**config.mk**
```make
export PLATFORM = sky130hd
export DESIGN_NAME = sigmon_event_drain_flat
export DESIGN_NICKNAME = d
export VERILOG_FILES = /design/src/rtl/sigmon_event_drain_if.sv /design/src/rtl/sigmon_event_drain.sv /design/src/flat_wrapper.sv
export SDC_FILE = /design/constraint.sdc
export NUM_CORES = 1
export LEC_CHECK = 0
export CAP_MARGIN = 5
export CORE_AREA = 2 2 122 124
export CTS_CLUSTER_SIZE = 24
export DETAILED_ROUTE_END_ITERATION = 16
export DIE_AREA = 0 0 124 126
export PLACE_DENSITY = 0.76
export SLEW_MARGIN = 30
export SYNTH_ARGS = -nofsm -noshare
export SYNTH_HDL_FRONTEND = slang
export SYNTH_SLANG_ARGS = --single-unit
```
**constraint.sdc**
```tcl
create_clock -name clk -period 2 [get_ports clk]
set_input_delay 0.4 -clock clk [delete_from_list [all_inputs] [get_ports clk]]
set_output_delay 0.4 -clock clk [all_outputs]
set_load 0.05 [all_outputs]
```
**src/rtl/sigmon_event_drain_if.sv**
```systemverilog
// Output stream of the sigmon event drain: one 36-bit record per transfer,
// tagged with its source monitor, a burst-end marker and a valid/ready handshake.
interface sigmon_event_drain_if #(
   parameter int SRC_W = 2
);
   logic [35:0]      tdata;
   logic [SRC_W-1:0] tsrc;
   logic             tlast;
   logic             tvalid;
   logic             tready;

   modport master (output tdata, tsrc, tlast, tvalid, input tready);
   modport slave  (input tdata, tsrc, tlast, tvalid, output tready);
endinterface

```
**src/rtl/sigmon_event_drain.sv**
```systemverilog
// Round-robin drain of N_MON event-monitor FIFOs into one tagged 36-bit stream,
// with a single read in flight, sticky underflow/format errors and a word counter.
module sigmon_event_drain #(
   parameter int N_MON     = 4,
   parameter int SRC_W     = 2,
   parameter int BURST_LEN = 16,
   parameter int TIMEOUT   = 4
) (
   input  logic                  clk,
   input  logic                  reset,
   input  logic                  drain_enable,
   input  logic [N_MON*36-1:0]   mon_data_out,
   input  logic [N_MON*11-1:0]   mon_data_count,
   input  logic [N_MON-1:0]      mon_data_valid,
   input  logic [N_MON-1:0]      mon_data_loss,
   output logic [N_MON-1:0]      mon_data_read,
   sigmon_event_drain_if.master  m_axis,
   output logic                  loss_any,
   output logic                  err_underflow,
   output logic                  err_format,
   output logic [31:0]           words_drained
);

   localparam int BC_W  = $clog2(BURST_LEN) + 1;
   localparam int TMO_W = $clog2(TIMEOUT) + 1;

   typedef enum logic [2:0] {IDLE, ARB, RD, WAIT_V, HOLD} state_t;

   state_t           state_q;
   logic [SRC_W-1:0] ptr_q;
   logic [SRC_W-1:0] grant_q;
   logic [BC_W-1:0]  burst_cnt_q;
   logic [TMO_W-1:0] tmo_q;
   logic [35:0]      tdata_q;
   logic [SRC_W-1:0] tsrc_q;
   logic             tlast_q;
   logic             tvalid_q;
   logic             en_q;
   logic             loss_any_q;
   logic             err_underflow_q;
   logic             err_format_q;
   logic [31:0]      words_q;

   logic [35:0]      mon_word [N_MON];
   logic [10:0]      mon_cnt  [N_MON];
   logic             scan_hit;
   logic [SRC_W-1:0] scan_idx;
   logic [SRC_W-1:0] next_ptr;
   logic [35:0]      gnt_word;
   logic [10:0]      gnt_count;
   logic             gnt_valid;

   function automatic logic [SRC_W-1:0] wrap_add(input logic [SRC_W-1:0] base, input int off);
      int s;
      s = int'({{(32-SRC_W){1'b0}}, base}) + off;
      if (s >= N_MON) s = s - N_MON;
      return SRC_W'(s);
   endfunction

   always_comb begin
      for (int i = 0; i < N_MON; i++) begin
         mon_word[i] = mon_data_out[36*i +: 36];
         mon_cnt[i]  = mon_data_count[11*i +: 11];
      end
   end

   // Walk from the highest offset down so the monitor nearest ptr_q wins.
   always_comb begin
      scan_hit = 1'b0;
      scan_idx = '0;
      for (int k = N_MON - 1; k >= 0; k--) begin
         if (mon_cnt[wrap_add(ptr_q, k)] != 11'd0) begin
            scan_hit = 1'b1;
            scan_idx = wrap_add(ptr_q, k);
         end
      end
   end

   assign next_ptr  = wrap_add(grant_q, 1);
   assign gnt_word  = mon_word[grant_q];
   assign gnt_count = mon_cnt[grant_q];
   assign gnt_valid = mon_data_valid[grant_q];

   always_comb begin
      mon_data_read = '0;
      if (state_q == RD) mon_data_read[grant_q] = 1'b1;
   end

   always_ff @(posedge clk) begin
      if (reset) begin
         state_q         <= IDLE;
         ptr_q           <= '0;
         grant_q         <= '0;
         burst_cnt_q     <= '0;
         tmo_q           <= '0;
         tdata_q         <= '0;
         tsrc_q          <= '0;
         tlast_q         <= 1'b0;
         tvalid_q        <= 1'b0;
         en_q            <= 1'b0;
         loss_any_q      <= 1'b0;
         err_underflow_q <= 1'b0;
         err_format_q    <= 1'b0;
         words_q         <= '0;
      end else begin
         en_q       <= drain_enable;
         loss_any_q <= |mon_data_loss;
         unique case (state_q)
            IDLE: begin
               if (drain_enable) state_q <= ARB;
            end
            ARB: begin
               if (!drain_enable) begin
                  state_q <= IDLE;
               end else if (scan_hit) begin
                  grant_q     <= scan_idx;
                  burst_cnt_q <= '0;
                  state_q     <= RD;
               end
            end
            RD: begin
               tmo_q   <= '0;
               state_q <= WAIT_V;
            end
            WAIT_V: begin
               if (gnt_valid) begin
                  tdata_q  <= gnt_word;
                  tsrc_q   <= grant_q;
                  tvalid_q <= 1'b1;
                  tlast_q  <= (burst_cnt_q == BC_W'(BURST_LEN - 1)) || (gnt_count == 11'd0);
                  if (gnt_word[35:32] != 4'b0001) err_format_q <= 1'b1;
                  state_q  <= HOLD;
               end else if (tmo_q == TMO_W'(TIMEOUT - 1)) begin
                  err_underflow_q <= 1'b1;
                  ptr_q           <= next_ptr;
                  state_q         <= ARB;
               end else begin
                  tmo_q <= tmo_q + 1'b1;
               end
            end
            HOLD: begin
               // A word in flight is always delivered, even once drain_enable has dropped.
               if (tvalid_q && m_axis.tready) begin
                  tvalid_q    <= 1'b0;
                  words_q     <= words_q + 32'd1;
                  burst_cnt_q <= burst_cnt_q + 1'b1;
                  if (tlast_q) ptr_q <= next_ptr;
                  if (!drain_enable) state_q <= IDLE;
                  else if (tlast_q)  state_q <= ARB;
                  else               state_q <= RD;
               end
            end
            default: state_q <= IDLE;
         endcase
         // Restart of the monitors on a fresh enable resets the drain status with them.
         if (drain_enable && !en_q) begin
            words_q         <= '0;
            err_underflow_q <= 1'b0;
            err_format_q    <= 1'b0;
         end
      end
   end

   assign m_axis.tdata   = tdata_q;
   assign m_axis.tsrc    = tsrc_q;
   assign m_axis.tlast   = tlast_q;
   assign m_axis.tvalid  = tvalid_q;
   assign loss_any       = loss_any_q;
   assign err_underflow  = err_underflow_q;
   assign err_format     = err_format_q;
   assign words_drained  = words_q;

endmodule

```
**src/flat_wrapper.sv**
```systemverilog
// flat-port wrapper written by rule: the top's interface ports become plain ports
module sigmon_event_drain_flat 
#(
   parameter int N_MON     = 4,
   parameter int SRC_W     = 2,
   parameter int BURST_LEN = 16,
   parameter int TIMEOUT   = 4
)
  (clk, reset, drain_enable, mon_data_out, mon_data_count, mon_data_valid, mon_data_loss, mon_data_read, loss_any, err_underflow, err_format, words_drained, m_axis_tdata, m_axis_tsrc, m_axis_tlast, m_axis_tvalid, m_axis_tready);
  sigmon_event_drain_if #(.SRC_W(SRC_W)) m_axis_i ();
  input  logic clk;
  input  logic reset;
  input  logic drain_enable;
  input  logic [N_MON*36-1:0] mon_data_out;
  input  logic [N_MON*11-1:0] mon_data_count;
  input  logic [N_MON-1:0] mon_data_valid;
  input  logic [N_MON-1:0] mon_data_loss;
  output logic [N_MON-1:0] mon_data_read;
  output logic loss_any;
  output logic err_underflow;
  output logic err_format;
  output logic [31:0] words_drained;
  output wire logic [$bits(m_axis_i.tdata)-1:0] m_axis_tdata;
  output wire logic [$bits(m_axis_i.tsrc)-1:0] m_axis_tsrc;
  output wire logic [$bits(m_axis_i.tlast)-1:0] m_axis_tlast;
  output wire logic [$bits(m_axis_i.tvalid)-1:0] m_axis_tvalid;
  input wire logic [$bits(m_axis_i.tready)-1:0] m_axis_tready;
  assign m_axis_tdata = m_axis_i.tdata;
  assign m_axis_tsrc = m_axis_i.tsrc;
  assign m_axis_tlast = m_axis_i.tlast;
  assign m_axis_tvalid = m_axis_i.tvalid;
  assign m_axis_i.tready = m_axis_tready;
  sigmon_event_drain #(.N_MON(N_MON), .SRC_W(SRC_W), .BURST_LEN(BURST_LEN), .TIMEOUT(TIMEOUT)) u_core (.clk(clk), .reset(reset), .drain_enable(drain_enable), .mon_data_out(mon_data_out), .mon_data_count(mon_data_count), .mon_data_valid(mon_data_valid), .mon_data_loss(mon_data_loss), .mon_data_read(mon_data_read), .m_axis(m_axis_i), .loss_any(loss_any), .err_underflow(err_underflow), .err_format(err_format), .words_drained(words_drained));
endmodule
```
==> results of run 1 <==
==> state kept, by name, summed over array words and instances (netlist names) <==
signal                cells
u_core.burst_cnt_q        5
u_core.en_q               1
u_core.err_format         1
u_core.err_underflow      1
u_core.grant_q            2
u_core.loss_any           1
u_core.m_axis.tdata      36
u_core.m_axis.tlast       1
u_core.m_axis.tsrc        2
u_core.m_axis.tvalid      1
u_core.ptr_q              2
u_core.state_q            3
u_core.tmo_q              3
u_core.words_drained     32
==> final cells by class <==
class                      count  area, um^2
fill                        1227        5340
tap                          184         230
multi-input combinational    405        3090
inverter                      12        45.0
clock buffer                  10         229
clock inverter                 6        65.1
timing repair buffer         347        3400
sequential                    91        1900
antenna                        3        7.51
==> repair_timing <==
item | in CTS | in global routing
setup buffers | 10 | 8
pin swaps | 6 | 12
gates resized for setup | 26 | 32
gates cloned | 2 | 0
setup endpoints to repair | 72 | 28
==> report_power, final <==
| part | switching (mW) | internal [mW] | leakage, nW |
|---|---|---|---|
| clock | 0.733 | 0.971 | 0.143 |
| sequential | 0.0165 | 1.80 | 0.752 |
| combinational | 0.282 | 0.574 | 2.36 |
==> metal layers <==
metal  track usage, %  routed length [um]  up-vias
met2             41.1                9700      206
li1                 -                   -     2653
met5                0                   0        -
met1             26.7                6750     2572
met3             7.11                1610       38
met4             12.5                 618        0
==> cells by family (layout without fill, tap and decap cells) <==
| group | count (synthesis) | in the layout |
|---|---|---|
| buffers and inverters | 48 | 375 |
| multiplexers | 39 | 39 |
| XOR/XNOR | 16 | 16 |
| AND/OR/NAND/NOR | 236 | 237 |
| adder cells (fa/ha/maj) | 9 | 9 |
| AO/OA/AOI/OAI | 104 | 104 |
| flip-flops | 91 | 91 |
| other | 0 | 3 |
==> stage by stage <==
step	hold WS (ns)	power, mW
final	0.451	4.38
after detailed placement	0.446	2.67
after global placement	0.441	2.66
after floorplan	0.436	2.16
after global routing	0.469	4.57
after CTS	0.454	4.41
==> cell usage in the layout, fill, tap and decap left out, types with 3 or more instances in the layout <==
master           synthesis  layout
a211oi_1                 4       4
a21oi_1                 70      68
and2_1                   4       4
and3_1                   7       6
and4_4                   0       3
buf_12                   0       7
buf_4                    1      72
buf_6                    2       3
clkbuf_16                0       9
clkdlybuf4s50_1          0     245
dfxtp_1                 91      67
dfxtp_2                  0       5
dfxtp_4                  0      19
diode_2                  0       3
dlygate4sd2_1            0       7
dlymetal6s2s_1           0      11
ha_1                     9       9
inv_1                   12      12
mux4_2                  38      38
nand2_1                 94      94
nand2b_1                 3       3
nand3_1                 15      12
nand3_4                  1       3
nand3b_1                 3       3
nand4_1                  9       9
nor2_1                  39      39
nor2b_4                  0       3
nor3_1                   7       7
nor4_1                  18      10
nor4_2                   0       5
nor4_4                   0       3
o21ai_0                 10       9
o31ai_1                  9       9
or3_1                    9       7
or4_1                    7       7
xnor2_1                  9       9
xor2_1                   7       7
==> worst max path at each step <==
stage,from,to,cells after the start
6_report,u_core.words_drained[22],words_drained[22],1
5_1_grt,u_core.words_drained[10],u_core.words_drained[23],6
4_1_cts,u_core.words_drained[24],words_drained[24],1
3_5_place_dp,mon_data_valid[2],u_core.m_axis.tlast,5
3_3_place_gp,mon_data_valid[2],u_core.m_axis.tlast,5
2_1_floorplan,u_core.m_axis.tvalid,u_core.words_drained[25],7
==> impl_metrics.toml, run 1 <==
[synthesis]
ys_types = 49
synth_top_area_share_pct = 36.9
syn_area_per_cell_um2 = 9.08
ys.flop_type = "dfxtp_1"
ys_ff_latch = 91
synth_xor_area_share_pct = 2.84
synth_warnings = 0
synth_nets = 752
ys_top_cells_by_count = "nand2_1, dfxtp_1, a21oi_1, nor2_1, mux4_2"
ys_seq_area_share_pct = 36.9
synth_adder_area_share_pct = 2.28
synth_edf_count = 0
synthSimpleGateAreaFrac_pct = 24.1
synth.most_common_cell = "nand2_1"
ys_top_cells_by_area = "dfxtp_1, mux4_2, nand2_1"
synth_mux_area_share_pct = 17.6
synth_top_area_cell = "dfxtp_1"
synth_top_family_by_area = "simple AND/OR/NAND/NOR gates"
synth_compound_area_share_pct = 12.2
syn-cell-area_um2 = 4930
synth_cells = 543
async_flop_share_pct = 0

[sta]
setup_viol = 0
fmax_mhz = 512
tns_ns = 0
fin_ws_ns = 0.0474
final_max_slew_viol_count = 0
relSlewSlack_pct = 58.9
timing.final.hold_violations = 0
fin_crit_ns = 1.95
worstMarginPinSlew_ns = 0.616
fin_skew_ns = 0.00337
timing.final.crit_share_pct = 97.6

[cells_and_area]
nets = 1075
syn_to_final_growth_pct = 81.9
finalNonFillerCells = 1058
stdcell_area_um2 = 8970
drive_gt1_share_pct = 22.2
final_util_pct = 62.7

[grt]
track_usage_pct = 24.0
grt_pass1_vias = 5522
overflow = 0
grt_pass1_wl_um = 28500
antenna_found_initial = 2
grt_max_degree = 60

[critical_path]
path_class = "reg2out"
reg2reg_to = "u_core.words_drained[31]"
r2r_setup_slack_ns = 0.06
crit_path_end_kind = "output pin"
r2r_cells = 5
timing.rr.start = "u_core.words_drained[10]"
crit_path_top_delay_cell = "clkdlybuf4s50_1"
critPathBufInv = 1
critical_path_arrival_ns = 1.55
start_kind = "flop"
worstPathMaxFanout = 4
cp_top_family = "buffers and inverters"
critPathRequiredTime_ns = 1.60
worstPathCellList = "clkdlybuf4s50_1"
slowest_delay_ns = 0.83

[place]
place.gp.congestion = 0.868
place_area_um2 = 8270
place.detailed.hpwl_um = 14100
port_buffers = 278
dp.cells = 1019
post-place-ws_ns = -0.532

[drt]
drt_first_pass_iters = 5
vias_per_cell = 5.17
vias = 5469
drt_iter0_markers = 320
wirelength_um = 18700
avgRoutedWirePerCell_um = 17.7
drc_errors = 0
final_antenna_net_count = 0

[min_path]
min_path_type = "reg2reg"
hold_depth = 2
whs_endpoint = "u_core.m_axis.tdata[30]"
hold_start = "u_core.m_axis.tdata[30]"

[run_status]
outcome = "complete, no violations"

[power]
power.leakage_nw = 3.26
vdd_drop_max_mv = 0.450
power_density_nw_per_um2 = 488

[run]
cap_violations = 0

[floorplanning]
io_pins = 279
die_w_um = 124
coreArea_um2 = 14300
initial_core_util_pct = 34.5
std_cell_rows = 44
die_h_um = 126
die_area_um2 = 15600

[clocking]
tritoncts = "done"
h-tree-depth = 3
clk_latency_ns = 0.34
numCtsBuffers = 9
cts.sinks = 91
clock_path_buffers = 2
root_buffer = "clkbuf_16"
clk_pin_slew_ns = 0.06
cts_hold_buf = 0
(Power assumes the default switching activity.)
==> run 2: changes to the inputs <==
--- a/config.mk
+++ b/config.mk
@@ -11,6 +11,7 @@
 export DETAILED_ROUTE_END_ITERATION = 16
 export DIE_AREA = 0 0 124 126
 export PLACE_DENSITY = 0.76
+export REMOVE_ABC_BUFFERS = 1
 export SLEW_MARGIN = 30
 export SYNTH_ARGS = -nofsm -noshare
 export SYNTH_HDL_FRONTEND = slang
==> run 2 against run 1 <==
Combinational power up 0.6%. Clock power is 13% higher. Setup slack got worse by 0.018 ns. Worst hold slack worse by 0.14 ns. Largest power group is now clock. Register-to-register slack barely moved. Routed wire length fell by 5.5%. Critical path type unchanged.
==> impl_metrics.toml, run 2 (synthesis gave the netlist of run 1 again) <==
[critical_path]
cp_top_family = "buffers and inverters"
slowest_delay_ns = 0.83
path_class = "reg2out"
critical_path_arrival_ns = 1.57
crit_path_end_kind = "output pin"
critPathRequiredTime_ns = 1.60
crit_path_top_delay_cell = "clkdlybuf4s50_1"
start_kind = "flop"
critPathBufInv = 1
worstPathCellList = "clkdlybuf4s50_1"
worstPathMaxFanout = 5

[floorplanning]
io_pins = 279
die_w_um = 124
coreArea_um2 = 14300
initial_core_util_pct = 34.5
die_h_um = 126
std_cell_rows = 44
die_area_um2 = 15600

[cells_and_area]
n_antenna_cell = 0
nets = 1084
fillCellCount = 1212
stdcell_area_um2 = 9010
largest_register_ffs = 36
final_common_cell = "clkdlybuf4s50_1"
syn_to_final_growth_pct = 82.6
drive_gt1_share_pct = 21.4
final_util_pct = 62.9
most-common-layout-cells = "clkdlybuf4s50_1, nand2_1, dfxtp_1"

[drt]
wirelength_um = 17600
drt_first_pass_iters = 4
vias = 5409
vias_per_cell = 5.08
avgRoutedWirePerCell_um = 16.6
final_antenna_net_count = 0
drc_errors = 0
drt_iter0_markers = 249

[grt]
grt_max_degree = 56
grt_pass1_vias = 5153
overflow = 0
antenna_found_initial = 0
track_usage_pct = 22.6
grt_pass1_wl_um = 27400

[place]
place.gp.congestion = 0.830
port_buffers = 278
place.detailed.hpwl_um = 13400
place_area_um2 = 8370
post-place-ws_ns = -0.591

[clocking]
numCtsBuffers = 9
tritoncts = "done"
clk_latency_ns = 0.35
clock_path_buffers = 2
clk_pin_slew_ns = 0.07
root_buffer = "clkbuf_16"
cts.sinks = 91
h-tree-depth = 3
cts_hold_buf = 0

[power]
vdd_drop_max_mv = 0.371
power.leakage_nw = 3.37
power_density_nw_per_um2 = 513
finalPower_mw = 4.63

[run]
cap_violations = 0

[sta]
timing.final.crit_share_pct = 98.5
fin_skew_ns = 0.00908
rsz0062_at_grt = "true"
final_max_slew_viol_count = 0
setup_viol = 0
fin_ws_ns = 0.0292
fin_crit_ns = 1.97
relSlewSlack_pct = 56.8
fmax_mhz = 507
worstMarginPinSlew_ns = 0.647
timing.final.hold_violations = 0

[run_status]
outcome = "complete, no violations"

[min_path]
min_path_type = "in2reg"
-- run 2: changes by cell type in the layout (fill, tap and decap cells not counted), sizes merged, moves of 2 or more --
cell           before  now
clkinv              3    1
diode               3    0
buf                83   93
dlygate4sd2         7   11
dlymetal6s2s       11   17
clkdlybuf4s50     245  234
-- run 2: through the flow --
step           hold WS, ns  instances  TNS, ns
2_1_floorplan        0.430        507  -100.15
3_3_place_gp         0.441       1037   -22.63
3_5_place_dp         0.446       1037   -25.26
4_1_cts              0.302       1058        0
5_1_grt              0.323       1064   -0.170
6_report             0.311       1064        0
-- run 2: power breakdown --
| group | total [mW] | leakage [nW] | switching (mW) | internal, mW |
|---|---|---|---|---|
| logic | 0.862 | 2.47 | 0.287 | 0.575 |
| registers | 1.84 | 0.736 | 0.0149 | 1.83 |
| clock network | 1.92 | 0.161 | 0.777 | 1.15 |
-- run 2: routing by layer --
| layer | up-vias | GRT usage [%] | share of wire [%] |
|---|---|---|---|
| li1 | 2662 | - | - |
| met1 | 2572 | 27.3 | 39 |
| met2 | 162 | 39.2 | 52 |
| met3 | 13 | 6.52 | 7.2 |
| met4 | 0 | 5.55 | 1.3 |
| met5 | - | 0 | 0 |
-- run 2: path summary, 6_finish.rpt --
| path | startpoint | to | slack (ns) | depth (start not counted) |
|---|---|---|---|---|
| worst max-delay path | u_core.words_drained[26] | words_drained[26] | 0.03 | 1 |
| worst min-delay path | reset | u_core.en_q | 0.31 | 2 |
| worst max register to register | u_core.grant_q[0] | u_core.state_q[0] | 0.07 | 6 |
| worst min register to register | u_core.m_axis.tdata[22] | u_core.m_axis.tdata[22] | 0.45 | 2 |
-- run 2: timing repair --
item,CTS,global route
pin swaps,6,14
gates resized for setup,19,52
endpoints found under the setup margin,69,35
setup buffers,3,6
gates cloned,2,0
-- run 2: layout make-up --
class,count,area [um^2],share of cell area (%)
Clock buffer,10,239,2.65
Clock inverter,6,96.3,1.07
Inverter,12,48.8,0.542
Multi-Input combinational cell,406,3090,34.3
Sequential cell,91,1830,20.3
Tap cell,184,230,2.56
Timing Repair Buffer,355,3470,38.5
